### config.mk
export PLATFORM = sky130hd
export DESIGN_NAME = fetch_ifid_stage
export DESIGN_NICKNAME = d
export VERILOG_FILES = /design/src/rtl/fetch_ifid_stage_pkg.sv /design/src/rtl/fetch_ifid_stage_halt_drain_fsm.sv /design/src/rtl/fetch_ifid_stage.sv
export SDC_FILE = /design/constraint.sdc
export NUM_CORES = 1
export LEC_CHECK = 0
export CAP_MARGIN = 10
export CORE_ASPECT_RATIO = 0.5
export CORE_UTILIZATION = 50
export DETAILED_ROUTE_END_ITERATION = 6
export HOLD_SLACK_MARGIN = 0.12
export PLACE_DENSITY_LB_ADDON = 0.05
export SLEW_MARGIN = 20
export SYNTH_ARGS = -nofsm -noshare
export SYNTH_HDL_FRONTEND = slang
export SYNTH_SLANG_ARGS = --single-unit
### constraint.sdc
create_clock -name CLK -period 4.3 [get_ports CLK]
set_input_delay 0.43 -clock CLK [delete_from_list [all_inputs] [get_ports CLK]]
set_output_delay 0.43 -clock CLK [all_outputs]
set_load 0.01 [all_outputs]
### src/rtl/fetch_ifid_stage_pkg.sv
// Shared fetch/IF-ID definitions: halt FSM state encoding, NOP, PC step, IF/ID record.
// Latency: n/a (types and constants only).
// Backpressure: n/a.
package fetch_ifid_stage_pkg;

    typedef enum logic [1:0] {
        ST_RUN    = 2'd0,
        ST_DRAIN  = 2'd1,
        ST_HALTED = 2'd2
    } fsm_state_t;

    // addi x0, x0, 0 -- also used by ID/EX and the hazard unit for bubbles
    localparam logic [31:0] NOP_INST = 32'h0000_0013;
    localparam logic [31:0] PC_INC   = 32'd4;

    // Drain counter width; covers DRAIN_CYCLES up to 15
    localparam int CNT_W = 4;

    typedef struct packed {
        logic [31:0] pc;
        logic [31:0] add_pc;
        logic [31:0] inst;
        logic        vld;
    } ifid_t;

    function automatic ifid_t ifid_bubble();
        ifid_t b;
        b.pc     = 32'd0;
        b.add_pc = 32'd0;
        b.inst   = NOP_INST;
        b.vld    = 1'b0;
        return b;
    endfunction

endpackage

### src/rtl/fetch_ifid_stage_halt_drain_fsm.sv
// Halt-drain FSM: accepts a decoded halt, waits DRAIN_CYCLES edges, then raises HALT.
// Latency: HALT rises exactly DRAIN_CYCLES edges after acceptance when no stall intervenes.
// Backpressure: STALL freezes the drain counter; FLUSH in DRAIN cancels the halt.
// Ports: CLK/RSTn; stall, flush, halt_req, valid_ifid in; state, halt (registered),
//        halt_acc (combinational acceptance strobe) out.
module halt_drain_fsm
    import fetch_ifid_stage_pkg::*;
#(
    parameter int DRAIN_CYCLES = 4
) (
    input  logic       CLK,
    input  logic       RSTn,
    input  logic       stall,
    input  logic       flush,
    input  logic       halt_req,
    input  logic       valid_ifid,
    output fsm_state_t state,
    output logic       halt,
    output logic       halt_acc
);

    logic [CNT_W-1:0] drain_cnt;

    // A halt only counts when it sits in a live IF/ID slot and nothing outranks it
    assign halt_acc = (state == ST_RUN) && halt_req && valid_ifid && !flush && !stall;

    always_ff @(posedge CLK or negedge RSTn) begin
        if (!RSTn) begin
            state     <= ST_RUN;
            drain_cnt <= '0;
            halt      <= 1'b0;
        end else begin
            case (state)
                ST_RUN: begin
                    if (halt_acc) begin
                        state     <= ST_DRAIN;
                        drain_cnt <= CNT_W'(DRAIN_CYCLES - 1);
                    end
                end
                ST_DRAIN: begin
                    // An older branch resolving in EX squashes the halt itself
                    if (flush) begin
                        state     <= ST_RUN;
                        drain_cnt <= '0;
                    end else if (!stall) begin
                        if (drain_cnt == '0) begin
                            state <= ST_HALTED;
                            halt  <= 1'b1;
                        end else begin
                            drain_cnt <= drain_cnt - CNT_W'(1);
                        end
                    end
                end
                ST_HALTED: begin
                    // terminal until reset
                end
                default: begin
                    state <= ST_RUN;
                end
            endcase
        end
    end

endmodule

### src/rtl/fetch_ifid_stage.sv
// Instruction fetch + IF/ID register: owns the PC, drives IMEM, latches PC/PC+4/inst.
// Latency: fetch to IF/ID output is 1 cycle; IMEM read is combinational on I_MEM_ADDR.
// Backpressure: STALL holds PC and IF/ID; FLUSH redirects and bubbles; halt drains then stops.
// Ports: CLK, RSTn; I_MEM_DI/I_MEM_ADDR/I_MEM_CSN to IMEM; STALL, FLUSH, REDIRECT_PC,
//        HALT_REQ control in; PC_IFID, ADD_PC_IFID, INST_IFID, VALID_IFID, HALT out.
// Optional: define FETCH_CNT_EN to add FETCH_CNT, a count of normal fetches.
module fetch_ifid_stage
    import fetch_ifid_stage_pkg::*;
#(
    parameter logic [31:0] RESET_PC     = 32'h0000_0000,
    parameter int          IMEM_AW      = 12,
    parameter int          DRAIN_CYCLES = 4
) (
    input  logic               CLK,
    input  logic               RSTn,
    input  logic [31:0]        I_MEM_DI,
    input  logic               STALL,
    input  logic               FLUSH,
    input  logic [31:0]        REDIRECT_PC,
    input  logic               HALT_REQ,
    output logic [IMEM_AW-1:0] I_MEM_ADDR,
    output logic               I_MEM_CSN,
    output logic [31:0]        PC_IFID,
    output logic [31:0]        ADD_PC_IFID,
    output logic [31:0]        INST_IFID,
    output logic               VALID_IFID,
    output logic               HALT
`ifdef FETCH_CNT_EN
    ,
    output logic [31:0]        FETCH_CNT
`endif
);

    fsm_state_t  state;
    logic        halt_acc;
    logic [31:0] pc;
    logic [31:0] pc_next_seq;
    ifid_t       ifid;
    logic        do_fetch;

    halt_drain_fsm #(
        .DRAIN_CYCLES (DRAIN_CYCLES)
    ) u_halt_drain_fsm (
        .CLK        (CLK),
        .RSTn       (RSTn),
        .stall      (STALL),
        .flush      (FLUSH),
        .halt_req   (HALT_REQ),
        .valid_ifid (ifid.vld),
        .state      (state),
        .halt       (HALT),
        .halt_acc   (halt_acc)
    );

    assign pc_next_seq = pc + PC_INC;   // wraps modulo 2^32
    assign do_fetch    = (state == ST_RUN) && !FLUSH && !STALL && !halt_acc;

    always_ff @(posedge CLK or negedge RSTn) begin
        if (!RSTn) begin
            pc   <= RESET_PC;
            ifid <= ifid_bubble();
        end else begin
            case (state)
                ST_RUN: begin
                    if (FLUSH) begin
                        pc   <= REDIRECT_PC;
                        ifid <= ifid_bubble();
                    end else if (STALL) begin
                        // hold PC and IF/ID
                    end else if (halt_acc) begin
                        // PC stays on the instruction after the halt
                        ifid <= ifid_bubble();
                    end else begin
                        ifid.pc     <= pc;
                        ifid.add_pc <= pc_next_seq;
                        ifid.inst   <= I_MEM_DI;
                        ifid.vld    <= 1'b1;
                        pc          <= pc_next_seq;
                    end
                end
                ST_DRAIN: begin
                    // IF/ID is already a bubble from the acceptance edge
                    if (FLUSH) begin
                        pc <= REDIRECT_PC;
                    end
                end
                default: begin
                    // HALTED: everything frozen
                end
            endcase
        end
    end

`ifdef FETCH_CNT_EN
    logic [31:0] fetch_cnt;

    always_ff @(posedge CLK or negedge RSTn) begin
        if (!RSTn) begin
            fetch_cnt <= 32'd0;
        end else if (do_fetch) begin
            fetch_cnt <= fetch_cnt + 32'd1;
        end
    end

    assign FETCH_CNT = fetch_cnt;
`else
    logic unused_fetch;
    assign unused_fetch = do_fetch;
`endif

    assign I_MEM_ADDR  = pc[IMEM_AW-1:0];
    assign I_MEM_CSN   = (state != ST_RUN);
    assign PC_IFID     = ifid.pc;
    assign ADD_PC_IFID = ifid.add_pc;
    assign INST_IFID   = ifid.inst;
    assign VALID_IFID  = ifid.vld;

endmodule
==> results of run 1 <==
[routing by layer]
layer | GRT usage, % | share of wire (%) | up-vias
li1 | - | - | 2572
met1 | 39.7 | 45 | 2809
met2 | 44.8 | 45 | 261
met3 | 7.10 | 8.3 | 22
met4 | 7.24 | 1.2 | 0
met5 | 0 | 0 | -
[cells by family after synthesis]
family	Yosys count	share of synthesized area [%]
and+or+nand+nor	207	17.4
AOI/OAI and AO/OA	175	20.4
DFF	134	53.3
buffers and inverters	79	5.80
xor gates and xnor gates	11	1.53
muxes	6	1.03
adders and majority gates	3	0.596
[report_power, final]
| part | switching [W] | internal, W |
|---|---|---|
| Sequential | 0.0000196 | 0.00129 |
| Clock | 0.000559 | 0.000900 |
| Combinational | 0.0000962 | 0.000129 |
| Total | 0.000675 | 0.00232 |
[through the flow]
step	instance area (um^2)	hold slack [ns]	util, %	std cells
2_1_floorplan	6290	0.134	-	615
3_3_place_gp	8070	0.449	67.0	903
3_5_place_dp	8070	0.454	67.0	903
4_1_cts	8660	0.185	71.9	935
5_1_grt	8670	0.233	71.9	935
6_report	8670	0.139	71.9	935
[worst paths after layout]
| check | from | end | slack, ns | depth (start not counted) |
|---|---|---|---|---|
| worst min-delay path | RSTn | ADD_PC_IFID[6] | 0.14 | 1 |
| worst max-delay path | pc[4] | pc[31] | 1.57 | 4 |
| worst max register to register | pc[4] | pc[31] | 1.57 | 4 |
| worst min register to register | PC_IFID[19] | PC_IFID[19] | 0.47 | 2 |
| min in group CLK | PC_IFID[19] | PC_IFID[19] | 0.47 | 2 |
| max in group asynchronous | RSTn | ADD_PC_IFID[30] | 3.20 | 2 |
[area by class of cell]
cell class | instances | area, um^2 | share of cell area, %
flip-flops and latches | 134 | 3360 | 38.7
repair buffers | 190 | 1880 | 21.6
inverters | 12 | 45.0 | 0.520
well taps | 165 | 206 | 2.38
clock buffers | 21 | 470 | 5.43
clock inverters | 11 | 124 | 1.43
multi-input cells | 402 | 2590 | 29.9
[worst register-to-register path: stages (launching register included)]
cell,delay (ns)
dfrtp_1,0.58
nand3_1,0.43
or4_1,0.90
or4b_4,0.63
o311ai_1,0.09
[registers in the layout (all words and copies together), names as in the netlist]
register and count:
u_halt_drain_fsm.drain_cnt 4, u_halt_drain_fsm.state 2, ADD_PC_IFID 30, u_halt_drain_fsm.halt 1, VALID_IFID 1, PC_IFID 32, pc 32, INST_IFID 32
[cell usage in the layout (no fill, tap or decap), types with 5 or more instances in the layout]
cell type | synthesis | routed
o2bb2ai_1 | 5 | 5
inv_1 | 12 | 12
xnor2_1 | 10 | 10
or4_1 | 17 | 17
nor4_1 | 8 | 7
o21ai_0 | 33 | 33
clkdlybuf4s50_1 | 0 | 178
a21oi_1 | 14 | 14
clkbuf_16 | 0 | 17
buf_4 | 15 | 11
a32oi_1 | 9 | 9
nand2_1 | 77 | 77
dfrtp_1 | 131 | 131
nand4_1 | 19 | 19
o211ai_1 | 29 | 29
nand3_1 | 23 | 23
and3_1 | 8 | 8
a22oi_1 | 12 | 12
nor2_1 | 15 | 14
a22o_1 | 47 | 47
nor3_1 | 14 | 14
==> run summary, run 1 <==
outcome -> finished, final reports clean
Yosys cell types -> 56
Crit path largest cell delay -> 0.90 ns
Rows -> 28
DR vias/cell -> 6.06
clk sinks -> 134
Worst slew margin -> 35.7%
# setup viols final -> 0
CP max stage cell -> or4_1
CP Launch Type -> register
Post-Place Worst Slack -> 1.42 ns
Max H-tree Level -> 4
Die Y -> 81.3 um
delay-heaviest family, CP -> simple AND/OR/NAND/NOR gates
drt pass-1 iters -> 4
vias -> 5664
Post-Syn Nets -> 687
share of async-settable or async-resettable flops after synthesis -> 100%
Initial Util -> 52.2%
Worst Skew -> 0.00791 ns
Post-synth EDFFs -> 0
#FFs+latches synth -> 134
kind of critical path -> register to register
Peak VDD IR -> 0.000254 V
cells after synthesis -> 615
initial antenna violation count -> 0
warnings from Yosys -> 0
leading area contributor after synthesis -> dfrtp_1
final net count -> 829
Fillers -> 913
routed wire length -> 18100 um
Seq/Total Area, Yosys -> 53.3%
Final ANT Viol Nets -> 0
# resized after CTS -> 0
top cells by area, synth -> dfrtp_1 52%, a22o_1 6.5%, nand2_1 4.6%, o211ai_1 3.5%, o21ai_0 2.6%
Syn-to-layout area delta -> 37.7%
max-cap viol count -> 0
final max-slew violation count -> 0
setup TNS -> 0 ns
required arrival time at the worst endpoint -> 4.61 ns
DP HPWL -> 12100 um
routed len/inst -> 19.3 um
unrepaired setup endpoints after global routing -> false
# hold bufs at CTS -> 0
top cells by count, synth -> 131 x dfrtp_1, 77 x nand2_1, 47 x a22o_1
GP Congestion -> 0.826
CP cell instances -> nand3_1 > or4_1 > or4b_4 > o311ai_1
Synth top area share -> 52.1%
most frequent cell after synthesis -> dfrtp_1
fraction of layout cells with a size suffix above 1 -> 7.92%
slew at the pin closest to its max-slew limit -> 0.965 ns
clock buffer count from CTS -> 17
final worst setup slack -> 1.57 ns
Mapped Avg Cell Area -> 10.2 um^2
DRC Markers -> 0
Pwr Total -> 0.00300 W
Port Buf Inserts -> 179
Critical path buffers and inverters -> 0
antenna cells -> 0
worst skew pair latency -> 0.42 ns
pin count of the biggest net entering global routing -> 108
Synth Cell Area -> 0.00629 mm^2
post-CTS setup buffers -> 0
die footprint -> 0.0131 mm^2
Fmax -> 366 MHz
Worst Setup End Kind -> register
GRT Overall Usage -> 28.5%
post-route minimum period -> 2.73 ns
Worst-path clk slew -> 0.06 ns
core area -> 0.0121 mm^2
final hold violation count -> 0
DR iter-0 viols -> 558
Pwr per Cell Area -> 346 mW/mm^2
clock root cell -> clkbuf_16
CTS Buffer Depth -> 2
gr ovfl total -> 0
Tightest Hold Check Type -> primary input to asynchronous set/reset pin
Critical Path Fanout Max -> 17
global-route wire length before repair -> 28700 um
CTS tree -> done
final period utilization -> 63.6%
die width -> 161 um
WP data arrival -> 3.05 ns
ys flop type -> dfrtp_1
number of global-route vias before repair -> 5478
# IOs -> 180
Pleak -> 3.64 nW
(Power assumes the default switching activity.)
==> run 2, diff against run 1 <==
CORE_UTILIZATION = 48   (was 50)
clock period = 2.7 ns   (was 4.3 ns; I/O delays follow)
==> run summary, run 2 (synthesis gave the netlist of run 1 again) <==
outcome -> finished, final reports clean
drt pass-1 iters -> 5 (+1)
kind of critical path -> register to register
fraction of layout cells with a size suffix above 1 -> 10.1% (+2.2 points)
die width -> 164 um (+2.0%)
Post-Place Worst Slack -> 0.239 ns (-1.18 ns)
Cells after DPL -> 928 (+2.8%)
commonest non-fill, non-tap cell in the layout -> clkdlybuf4s50_1
footprint of the multi-input gates -> 0.00258 mm^2 (-0.24%)
Final ANT Viol Nets -> 0 (unchanged)
clk sinks -> 134 (unchanged)
CTS tree -> done
GRT Overall Usage -> 27.9% (-0.55 points)
DP Area -> 0.00825 mm^2 (+2.2%)
Peak VDD IR -> 0.000381 V (+50%)
unrepaired setup endpoints after global routing -> false
setup TNS -> 0 ns (unchanged)
antenna cells -> 0 (unchanged)
final period utilization -> 92.6% (+29 points)
Worst Setup End Kind -> register
Worst slew margin -> 39.6% (+3.9 points)
clock buffer count from CTS -> 17 (unchanged)
Max H-tree Level -> 4 (unchanged)
clock root cell -> clkbuf_16
final worst setup slack -> 0.199 ns (-1.37 ns)
final net count -> 850 (+2.5%)
# IOs -> 180 (unchanged)
die footprint -> 0.0136 mm^2 (+4.1%)
number of global-route vias before repair -> 5551 (+1.3%)
Die Y -> 83.0 um (+2.0%)
initial antenna violation count -> 0 (unchanged)
DP HPWL -> 12700 um (+5.0%)
Fmax -> 400 MHz (+9.3%)
WP data arrival -> 2.79 ns (-0.26 ns)
# hold bufs at CTS -> 1 (+1)
commonest non-fill, non-tap cells in the layout -> 178 x clkdlybuf4s50_1, 131 x dfrtp_1, 77 x nand2_1
core area -> 0.0127 mm^2 (+5.7%)
# resized after CTS -> 0 (unchanged)
pin count of the biggest net entering global routing -> 66 (-39%)
Final Cell Area -> 0.00886 mm^2 (+2.2%)
Rows -> 29 (+3.6%)
CTS Buffer Depth -> 2 (unchanged)
max-cap viol count -> 0 (unchanged)
DRC Markers -> 0 (unchanged)
gr ovfl total -> 0 (unchanged)
Final Core Density -> 69.6% (-2.4 points)
Fillers -> 978 (+7.1%)
vias -> 5731 (+1.2%)
Worst-path clk slew -> 0.06 ns (about the same)
final max-slew violation count -> 0 (unchanged)
post-route minimum period -> 2.50 ns (-0.233 ns)
worst skew pair latency -> 0.41 ns (about the same)
Tightest Hold Check Type -> primary input to register
Syn-to-layout area delta -> 40.8%
required arrival time at the worst endpoint -> 2.99 ns (-1.62 ns)
slew at the pin closest to its max-slew limit -> 0.906 ns (-0.0584 ns)
Pleak -> 3.75 nW (+3.1%)
CP Launch Type -> register
GP Congestion -> 0.832 (+0.79%)
DR iter-0 viols -> 556 (-0.36%)
Initial Util -> 49.4% (-2.8 points)
Critical Path Fanout Max -> 16 (-1)
routed wire length -> 18500 um (+2.5%)
register cell area after layout -> 0.00336 mm^2 (unchanged)
final hold violation count -> 0 (unchanged)
final cell count without fillers -> 960 (+2.7%)
DR vias/cell -> 5.97 (-1.5%)
# setup viols final -> 0 (unchanged)
routed len/inst -> 19.3 um (-0.15%)
Port Buf Inserts -> 179 (unchanged)
global-route wire length before repair -> 29300 um (+2.3%)
Worst Skew -> 0.0113 ns (+0.00336 ns)
post-CTS setup buffers -> 0 (unchanged)
Pwr per Cell Area -> 546 mW/mm^2 (+58%)
[run 2: worst paths after layout]
path	startpoint	end	slack, ns	depth (start not counted)
setup / recovery	pc[3]	pc[22]	0.20	5
hold / removal	I_MEM_DI[4]	INST_IFID[4]	0.40	2
setup reg to reg	pc[3]	pc[22]	0.20	5
hold reg to reg	PC_IFID[18]	PC_IFID[18]	0.46	2
max in group asynchronous	RSTn	INST_IFID[0]	1.50	3
min in group asynchronous	RSTn	INST_IFID[6]	0.41	2
[run 2: layer usage]
layer | global-route usage [%] | vias to the layer above | part of all wire, %
li1 | - | 2614 | -
met1 | 40.7 | 2835 | 46
met2 | 42.5 | 256 | 45
met3 | 4.90 | 26 | 7.9
met4 | 8.67 | 0 | 1.1
met5 | 0 | - | 0
[run 2: power breakdown]
part	internal, W	total, W	switching (W)
Combinational	0.000214	0.000370	0.000156
Sequential	0.00206	0.00209	0.0000300
Clock	0.00146	0.00238	0.000922
[run 2: final cells by class]
| type | count | area share [%] |
|---|---|---|
| clock buffers | 17 | 4.80 |
| clock inverters | 14 | 1.99 |
| inverters | 12 | 0.508 |
| multi-input cells | 402 | 29.2 |
| flip-flops and latches | 134 | 37.9 |
| well taps | 170 | 2.40 |
| repair buffers | 211 | 23.3 |
[run 2: per-stage QoR]
step / total power, W / hold WS [ns]
CTS: 0.00486 / 0.400
global placement: 0.00249 / 0.303
finish: 0.00484 / 0.403
detailed placement: 0.00249 / 0.303
global route: 0.00499 / 0.429
floorplan: 0.00222 / -0.0256
[run 2: worst max-delay path: stages, from the launching register on]
cell and delay, ns:
dfrtp_1 0.42, ha_1 0.34, nand2_1 0.19, or4_1 0.73
or2_1 0.35, a311o_1 0.35
==> run 3, diff against run 2 <==
REMOVE_ABC_BUFFERS = 1   (was not set)
SLEW_MARGIN = not set   (was 20)
==> run summary, run 3 (synthesis gave the netlist of run 1 again) <==
global-route wire length before repair -> 29500 um (+0.75%)
gr ovfl total -> 0 (unchanged)
Crit path largest cell delay -> 0.73 ns (about the same)
WP data arrival -> 2.86 ns (+0.07 ns)
Fillers -> 979 (+0.10%)
clock buffer count from CTS -> 17 (unchanged)
R2R Setup Slk -> 0.13 ns (-0.07 ns)
outcome -> complete, but fails checks
DR vias/cell -> 6.02 (+0.80%)
slew at the pin closest to its max-slew limit -> 0.744 ns (-0.162 ns)
Final Cell Area -> 0.00892 mm^2 (+0.61%)
Max H-tree Level -> 4 (unchanged)
commonest non-fill, non-tap cells in the layout -> 178 x clkdlybuf4s50_1, 131 x dfrtp_1, 77 x nand2_1
required arrival time at the worst endpoint -> 2.99 ns (about the same)
worst skew pair latency -> 0.42 ns (about the same)
GRT Overall Usage -> 27.9% (about the same)
pin count of the biggest net entering global routing -> 63 (-4.5%)
Die Y -> 83.0 um (unchanged)
Seq pwr share -> 41.3% (-1.9 points)
post-CTS setup buffers -> 0 (unchanged)
# setup viols final -> 0 (unchanged)
setup TNS -> 0 ns (unchanged)
CP cell instances -> ha_1 > nand2_1 > or4_1 > or2_1 > a311o_1
GP Congestion -> 0.833 (about the same)
Peak VDD IR -> 0.000362 V (-5.1%)
Worst Setup End Kind -> register
met2 global-route usage -> 41.6% (-0.92 points)
initial antenna violation count -> 0 (unchanged)
Worst Skew -> 0.00660 ns (-0.00467 ns)
net switching fraction of the power -> 22.5% (-0.42 points)
die width -> 164 um (unchanged)
post-route minimum period -> 2.57 ns (+0.0682 ns)
max-cap viol count -> 0 (unchanged)
final net count -> 846 (-0.47%)
Pwr per Cell Area -> 567 mW/mm^2 (+3.9%)
Rows -> 29 (unchanged)
combinational share of power -> 7.3% (-0.3 points)
Tightest Hold Check Type -> primary input to register
CTS tree -> done
Worst-path clk slew -> 0.06 ns (about the same)
unrepaired setup endpoints after global routing -> false
die footprint -> 0.0136 mm^2 (unchanged)
Critical Path Fanout Max -> 16 (unchanged)
antenna cells -> 0 (unchanged)
DRC Markers -> 4 (+4)
Cells after DPL -> 924 (-0.43%)
Critical path buffers and inverters -> 0 (unchanged)
final period utilization -> 95.2% (+2.5 points)
fraction of layout cells with a size suffix above 1 -> 9.66% (-0.47 points)
CP max stage cell -> or4_1
kind of critical path -> register to register
routed wire length -> 18600 um (+0.49%)
drt pass-1 iters -> 7 (+2)
Fmax -> 389 MHz (-2.7%)
number of global-route vias before repair -> 5601 (+0.90%)
Fin Hold WS -> 0.405 ns (+0.00243 ns)
# hold bufs at CTS -> 1 (unchanged)
final hold violation count -> 0 (unchanged)
Clock Power Share -> 51.4% (+2.2 points)
delay-heaviest family, CP -> simple AND/OR/NAND/NOR gates
routed len/inst -> 19.4 um (+0.80%)
DP Area -> 0.00825 mm^2 (about the same)
DP HPWL -> 12500 um (-1.5%)
Final ANT Viol Nets -> 0 (unchanged)
Most Crowded Layer GR -> met2
Internal -> 0.00392 W (+5.1%)
clk sinks -> 134 (unchanged)
# resized after CTS -> 0 (unchanged)
Worst slew margin -> 50.4% (+11 points)
Pleak -> 3.76 nW (+0.36%)
Sw Pwr -> 0.00114 W (+2.6%)
Port Buf Inserts -> 179 (unchanged)
Syn-to-layout area delta -> 41.6%
violated checks -> design-rule violations
CP Launch Type -> register
Final Core Density -> 70.0% (+0.42 points)
clock root cell -> clkbuf_16
final cell count without fillers -> 957 (-0.31%)
# IOs -> 180 (unchanged)
CTS Buffer Depth -> 2 (unchanged)
commonest non-fill, non-tap cell in the layout -> clkdlybuf4s50_1
met1 Usage GRT -> 40.7% (about the same)
vias -> 5759 (+0.49%)
GRT met3 Usage -> 6.04% (+1.1 points)
core area -> 0.0127 mm^2 (unchanged)
final max-slew violation count -> 0 (unchanged)
Initial Util -> 49.4% (unchanged)
DR iter-0 viols -> 510 (-8.3%)
==> run 3: power by group through the flow <==
stage          clock [W]  sequential [W]  combinational [W]
2_1_floorplan          0         0.00214          0.0000700
3_3_place_gp           0         0.00212           0.000367
3_5_place_dp           0         0.00213           0.000368
4_1_cts          0.00262         0.00209           0.000373
5_1_grt          0.00271         0.00209           0.000399
6_report         0.00260         0.00209           0.000370
==> run 3: metal layers <==
metal	up-vias	wire (um)
li1	2611	-
met3	36	1620
met4	0	288
met2	273	8100
met1	2839	8610
met5	-	0
==> run 3: final cells by class <==
class	instances	area (um^2)	area share, %
flip-flops and latches	134	3360	37.7
multi-input cells	402	2590	29.1
clock buffers	18	429	4.81
inverters	12	45.0	0.505
repair buffers	207	2060	23.1
well taps	170	213	2.39
clock inverters	14	225	2.53
==> run 3: per-stage QoR <==
stage | total power (W) | setup WS (ns)
6_report | 0.00506 | 0.131
5_1_grt | 0.00520 | 0.0224
4_1_cts | 0.00508 | 0.183
3_5_place_dp | 0.00249 | 0.210
3_3_place_gp | 0.00249 | 0.331
2_1_floorplan | 0.00221 | -0.776
==> run 3: worst register-to-register path, delay by kind of cell (launching register included) <==
family	cells	cell delay [ns]
flops	1	0.46
compound gates	1	0.36
fa+ha+maj	1	0.35
simple gates	3	1.28
==> run 3: final timing paths <==
path	from	end	cells after the start
min	I_MEM_DI[0]	INST_IFID[0]	2
max	pc[2]	pc[22]	5
min reg2reg	u_halt_drain_fsm.halt	u_halt_drain_fsm.halt	1
max in group asynchronous	RSTn	PC_IFID[0]	3
max reg2reg	pc[2]	pc[22]	5
min in group asynchronous	RSTn	PC_IFID[27]	2
==> patch 1, RTL diff (settings of run 3) <==
The 3 states of `fsm_state_t` get a one-hot encoding in 3 bits.
--- a/src/rtl/fetch_ifid_stage_pkg.sv
+++ b/src/rtl/fetch_ifid_stage_pkg.sv
@@ -3,10 +3,10 @@
 // Backpressure: n/a.
 package fetch_ifid_stage_pkg;
 
-    typedef enum logic [1:0] {
-        ST_RUN    = 2'd0,
-        ST_DRAIN  = 2'd1,
-        ST_HALTED = 2'd2
+    typedef enum logic [2:0] {
+        ST_RUN    = 3'b001,
+        ST_DRAIN  = 3'b010,
+        ST_HALTED = 3'b100
     } fsm_state_t;
 
     // addi x0, x0, 0 -- also used by ID/EX and the hazard unit for bubbles
Function: no difference found for any inputs over 4 cycles, from zero or initial values and one cycle with RSTn low; so few cycles prove little.
==> patch 1 against run 3 <==
The flow still finishes with violations (design-rule violations). Final area shrank 0.25%. Synthesized area grew 1.7%. Maximum frequency grew 4.8%. Sequential cell count grew 1. Wire length shrank 11%. Setup slack gained 0.12 ns. Sequential share of layout area grew 0.39 points. Largest cell class unchanged.
Power is not compared: it rests on default switching activity, and its combinational part moved more than twofold at a synthesized area within 25%.
==> patch 1: results (changes against run 3) <==
wl_per_cell_um: 17.4  # was 19.4 um
cts_resized: 0  # unchanged
dp_hpwl_mm: 11.2  # was 12.5 mm
fin_nets: 843  # was 846
fin_skew_ns: 0.0135  # was 0.00660 ns
globalRouteTotalUtil_pct: 25.0  # was 27.9%
portBuffers: 179  # unchanged
peakVddDrop_uv: 361
synth_seq_area_share_pct: 52.9  # was 53.3%
synth_cell_types: 65  # was 56
n_antenna_cell: 0  # unchanged
power_switching_w: 0.00169
clkTransAtPathRegs_ns: 0.06  # about the same
placed_area_sq_um: 8280  # was 8250 sq um
grtUsageMet1_pct: 35.3  # was 40.7%
viasPerCell: 5.68  # was 6.02
outcome: "finished, violations left"  # unchanged
grt_pass1_wl_mm: 27.0  # was 29.5 mm
slew_headroom_pct: 58.0  # was 50.4%
synth_common_cells: "131 x dfrtp_1, 70 x nand2_1, 58 x a22o_1"  # was 131 x dfrtp_1, 77 x nand2_1, 47 x a22o_1
clockRootBuffer: "clkbuf_16"  # unchanged
cts_made_buffers: 17  # unchanged
clockBufferDepth: 2  # unchanged
synth.area.top_cells: "dfrtp_1 51%, a22o_1 7.9%, nand2_1 4.1%"  # was dfrtp_1 52%, a22o_1 6.5%, nand2_1 4.6%
dp_cells: 921  # was 924
p_leak_nw: 3.76
antenna_found_initial: 0  # unchanged
synth-main-ff-cell: "dfrtp_1"  # unchanged
power_frac_comb_pct: 19.6
clock_power_w: 0.00237
grt_max_degree: 96  # was 63
postSynthCellCount: 621  # was 615
use_met3_pct: 4.52  # was 6.04%
hold_path.class: "input port to asynchronous set/reset pin"  # was input port to flop
clk_latency_ns: 0.42  # about the same
first_pass_iters: 7  # unchanged
ys_async_sr_fraction_pct: 100  # unchanged
grt_pass1_vias: 5205  # was 5601
yosysWarningCount: 0  # unchanged
first_iter_violations: 442  # was 510
violations: "design-rule violations"  # unchanged
drive_above_1_share_pct: 9.96  # was 9.66%
gp_congestion: 0.885  # was 0.833
grt_use_met2_pct: 39.3  # was 41.6%
worstPathArrival_ns: 2.74  # was 2.86 ns
drc: 30  # was 4
htreeDepth: 4  # unchanged
cp_max_fo: 6  # was 16
vias: 5415  # was 5759
power_density_nw_per_um2: 679
[patch 1: cell types whose count changed after synthesis, sizes merged, moves of 7 or more]
cell / delta
buf: +14
nor2: +9
xor2: +17
a21oi: +9
o22ai: +10
o211ai: -28
nand2: -7
or4: -15
a32oi: -9
a22o: +11
o21ai: +19
clkbuf: -13
[patch 1: area by class of cell]
type | count | area [sq um]
Clock inverter | 13 | 173
Fill cell | 1030 | 3950
Timing Repair Buffer | 199 | 2010
Tap cell | 170 | 213
Multi-Input combinational cell | 408 | 2650
Sequential cell | 135 | 3380
Inverter | 10 | 37.5
Clock buffer | 18 | 429
[patch 1: kinds of logic (layout without fill, tap and decap cells)]
family | count (synthesis) | count (layout) | share of synthesized area (%)
and+or+nand+nor | 181 | 181 | 14.5
adders and majority gates | 3 | 3 | 0.587
DFF | 135 | 135 | 52.9
AOI/OAI and AO/OA | 192 | 192 | 21.5
xor gates and xnor gates | 29 | 29 | 3.97
buffers and inverters | 78 | 240 | 6.04
muxes | 3 | 3 | 0.528
[patch 1: what timing repair did]
| action | 4_1_cts | 5_1_grt |
|---|---|---|
| buffers inserted | 0 | 0 |
| setup endpoints to repair | 0 | 0 |
| hold buffers | 1 | 0 |
| endpoints found under the hold margin | 65 | 0 |
[patch 1: per-layer routing]
metal	wire length, um	up-vias
met5	0	-
met1	7560	2684
li1	-	2547
met2	7740	165
met4	187	0
met3	1110	19
[patch 1: path summary, 6_finish.rpt]
kind                       cells after the start  slack (ns)             startpoint               endpoint
setup / recovery                               6        0.25                  pc[2]        ADD_PC_IFID[28]
hold / removal                                 2        0.41                   RSTn                  pc[1]
setup reg to reg                               6        0.25                  pc[2]        ADD_PC_IFID[28]
hold reg to reg                                1        0.47  u_halt_drain_fsm.halt  u_halt_drain_fsm.halt
max in group asynchronous                      3        1.56                   RSTn                 pc[28]
min in group CLK                               2        0.41            I_MEM_DI[0]           INST_IFID[0]
[patch 1: worst max-delay path, cell delays in order, from the launching register on]
cell,delay [ns]
dfrtp_1,0.44
ha_1,0.31
nand4_1,0.36
nor4_4,0.50
nand4_1,0.23
and3_1,0.23
a211o_1,0.25
[patch 1: metrics by stage]
step | hold slack (ns) | TNS (ns) | setup WS [ns] | utilization, %
after floorplan | -0.0256 | -163.68 | -2.30 | -
after global placement | 0.305 | 0 | 0.399 | 64.5
after detailed placement | 0.303 | 0 | 0.282 | 64.5
after CTS | 0.397 | 0 | 0.260 | 69.2
after global routing | 0.424 | 0 | 0.0886 | 69.2
final | 0.405 | 0 | 0.249 | 69.2
==> patch 2, RTL diff (flow settings as in run 3) <==
Without the edit above. Set the parameter `IMEM_AW` to 13 (it was 12).
--- a/src/rtl/fetch_ifid_stage.sv
+++ b/src/rtl/fetch_ifid_stage.sv
@@ -8,7 +8,7 @@
     import fetch_ifid_stage_pkg::*;
 #(
     parameter logic [31:0] RESET_PC     = 32'h0000_0000,
-    parameter int          IMEM_AW      = 12,
+    parameter int          IMEM_AW      = 13,
     parameter int          DRAIN_CYCLES = 4
 ) (
     input  logic               CLK,
Ports: changed (resized I_MEM_ADDR); port bits go from 180 to 181. No check against the original RTL was run, so the function may have changed too.
==> patch 2 against run 3 <==
Critical path depth did not move. Global-route usage is 0.31 points lower. Sequential cell count did not move. Synthesized area increased by 0.12%. Wire length is 2.5% lower. Die area increased by 0.12%. Final area shrank 0.90%. Final cell count rose by 0.10%. Setup slack better by 0.11 ns. Total power is 5.7% lower. Synthesized cell count rose by 0.16%. Sequential power about the same. Via count is 1.9% lower.
==> patch 2: results (changes against run 3) <==
outcome: "finished, final reports clean"  # was finished, violations left
portBuffers: 180  # was 179
cpMaxStageDelayCell: "or4_1"  # unchanged
dp_hpwl_mm: 12.2  # was 12.5 mm
synth_seq_area_share_pct: 53.3  # about the same
synth.area.top_cells: "dfrtp_1 52%, a22o_1 6.5%, nand2_1 4.6%"  # unchanged
n_antenna_cell: 0  # unchanged
ys_async_sr_fraction_pct: 100  # unchanged
clockBufferDepth: 2  # unchanged
r2r_cells: 5  # unchanged
first_pass_iters: 6  # was 7
viasPerCell: 5.90  # was 6.02
cts_made_buffers: 17  # unchanged
place_ws_ns: 0.273  # was 0.210 ns
antenna_found_initial: 0  # unchanged
yosysWarningCount: 0  # unchanged
globalRouteTotalUtil_pct: 27.6  # was 27.9%
dp_cells: 925  # was 924
grt_pass1_wl_mm: 29.0  # was 29.5 mm
grt_pass1_vias: 5480  # was 5601
post-cts-setup-buffer-count: 0  # unchanged
synth_common_cells: "131 x dfrtp_1, 77 x nand2_1, 47 x a22o_1"  # unchanged
wirelength_mm: 18.1  # was 18.6 mm
cp_max_fo: 16  # unchanged
slowest_delay_ns: 0.72
cts_resized: 0  # unchanged
first_iter_violations: 453  # was 510
clk_latency_ns: 0.42  # about the same
clkTransAtPathRegs_ns: 0.06  # about the same
gp_congestion: 0.858  # was 0.833
seqPwrFrac_pct: 43.8  # was 41.3%
period_share_pct: 91.1  # was 95.2%
p_comb_w: 0.000369  # was 0.000370 W
placed_area_sq_um: 8240  # was 8250 sq um
synth_cell_types: 56  # unchanged
fillers: 1004  # was 979
postCtsHoldBufs: 1  # unchanged
worst_pin_slew_ns: 0.939  # was 0.744 ns
critPathKind: "flop to flop"  # unchanged
pg_seq_w: 0.00209  # about the same
regToRegStartpoint: "pc[3]"  # was pc[2]
p_leak_nw: 3.72  # was 3.76 nW
rrSetupSlack_ns: 0.24  # was 0.13 ns
clockRootBuffer: "clkbuf_16"  # unchanged
wl_per_cell_um: 18.9  # was 19.4 um
drive_above_1_share_pct: 9.64  # was 9.66%
fin_skew_ns: 0.00976  # was 0.00660 ns
worstPathArrival_ns: 2.76  # was 2.86 ns
postSynthCellCount: 616  # was 615
hold_path.class: "input port to asynchronous set/reset pin"  # was input port to flop
peakVddDrop_uv: 386  # was 362 uV
grt_max_degree: 84  # was 63
fin_nets: 847  # was 846
htreeDepth: 4  # unchanged
critPathCapture: "pc[22]"  # unchanged
switching_share_pct: 23.1  # was 22.5%
[patch 2: changes by cell type in the layout (fill, tap and decap cells not counted), sizes merged]
cell                  run 3  this run
bufinv                    5         2
clkbuf                   18        19
clkdlybuf4s50           178       179
clkinv                    4         2
clkinvlp                  3         5
inv                      14        16
[patch 2: cell type report]
cell class                 instances  area, sq um  area share [%]
clock inverter                    13          146            1.66
inverter                          12         45.0           0.510
timing repair buffer             208         2040            23.1
sequential                       134         3360            38.0
clock buffer                      19          443            5.01
multi-input combinational        402         2590            29.3
tap                              170          213            2.41
[patch 2: worst min-delay path by stage]
stage               start               to  slack [ns]  cells after the start
global route         RSTn    INST_IFID[11]        0.38                      2
detailed placement   RSTn    INST_IFID[11]        0.23                      1
finish               RSTn    INST_IFID[11]        0.34                      2
global placement     RSTn    INST_IFID[11]        0.23                      1
floorplan            RSTn  ADD_PC_IFID[10]       -0.03                      0
CTS                  RSTn    INST_IFID[11]        0.36                      2
[patch 2: layer usage]
metal | vias up | wire, um | track usage (%) | part of all wire, %
li1 | 2614 | - | - | -
met1 | 2762 | 8280 | 38.9 | 46
met2 | 248 | 8110 | 42.4 | 45
met3 | 27 | 1480 | 6.39 | 8.1
met4 | 0 | 281 | 8.75 | 1.5
met5 | - | 0 | 0 | 0
[patch 2: cells by family (layout without fill, tap and decap cells)]
family,count (synthesis),in the layout,share of synthesized area (%)
adder cells (fa/ha/maj),3,3,0.596
AO/OA/AOI/OAI,175,175,20.3
buffers and inverters,80,252,5.92
flip-flops,134,134,53.3
AND/OR/NAND/NOR,207,207,17.3
multiplexers,6,6,1.03
XOR/XNOR,11,11,1.53
[patch 2: worst max-delay path, delay by kind of cell, from the launching register on]
family,cells,cell delay [ns]
and+or+nand+nor,3,1.25
adders and majority gates,1,0.32
AOI/OAI and AO/OA,1,0.35
DFF,1,0.42
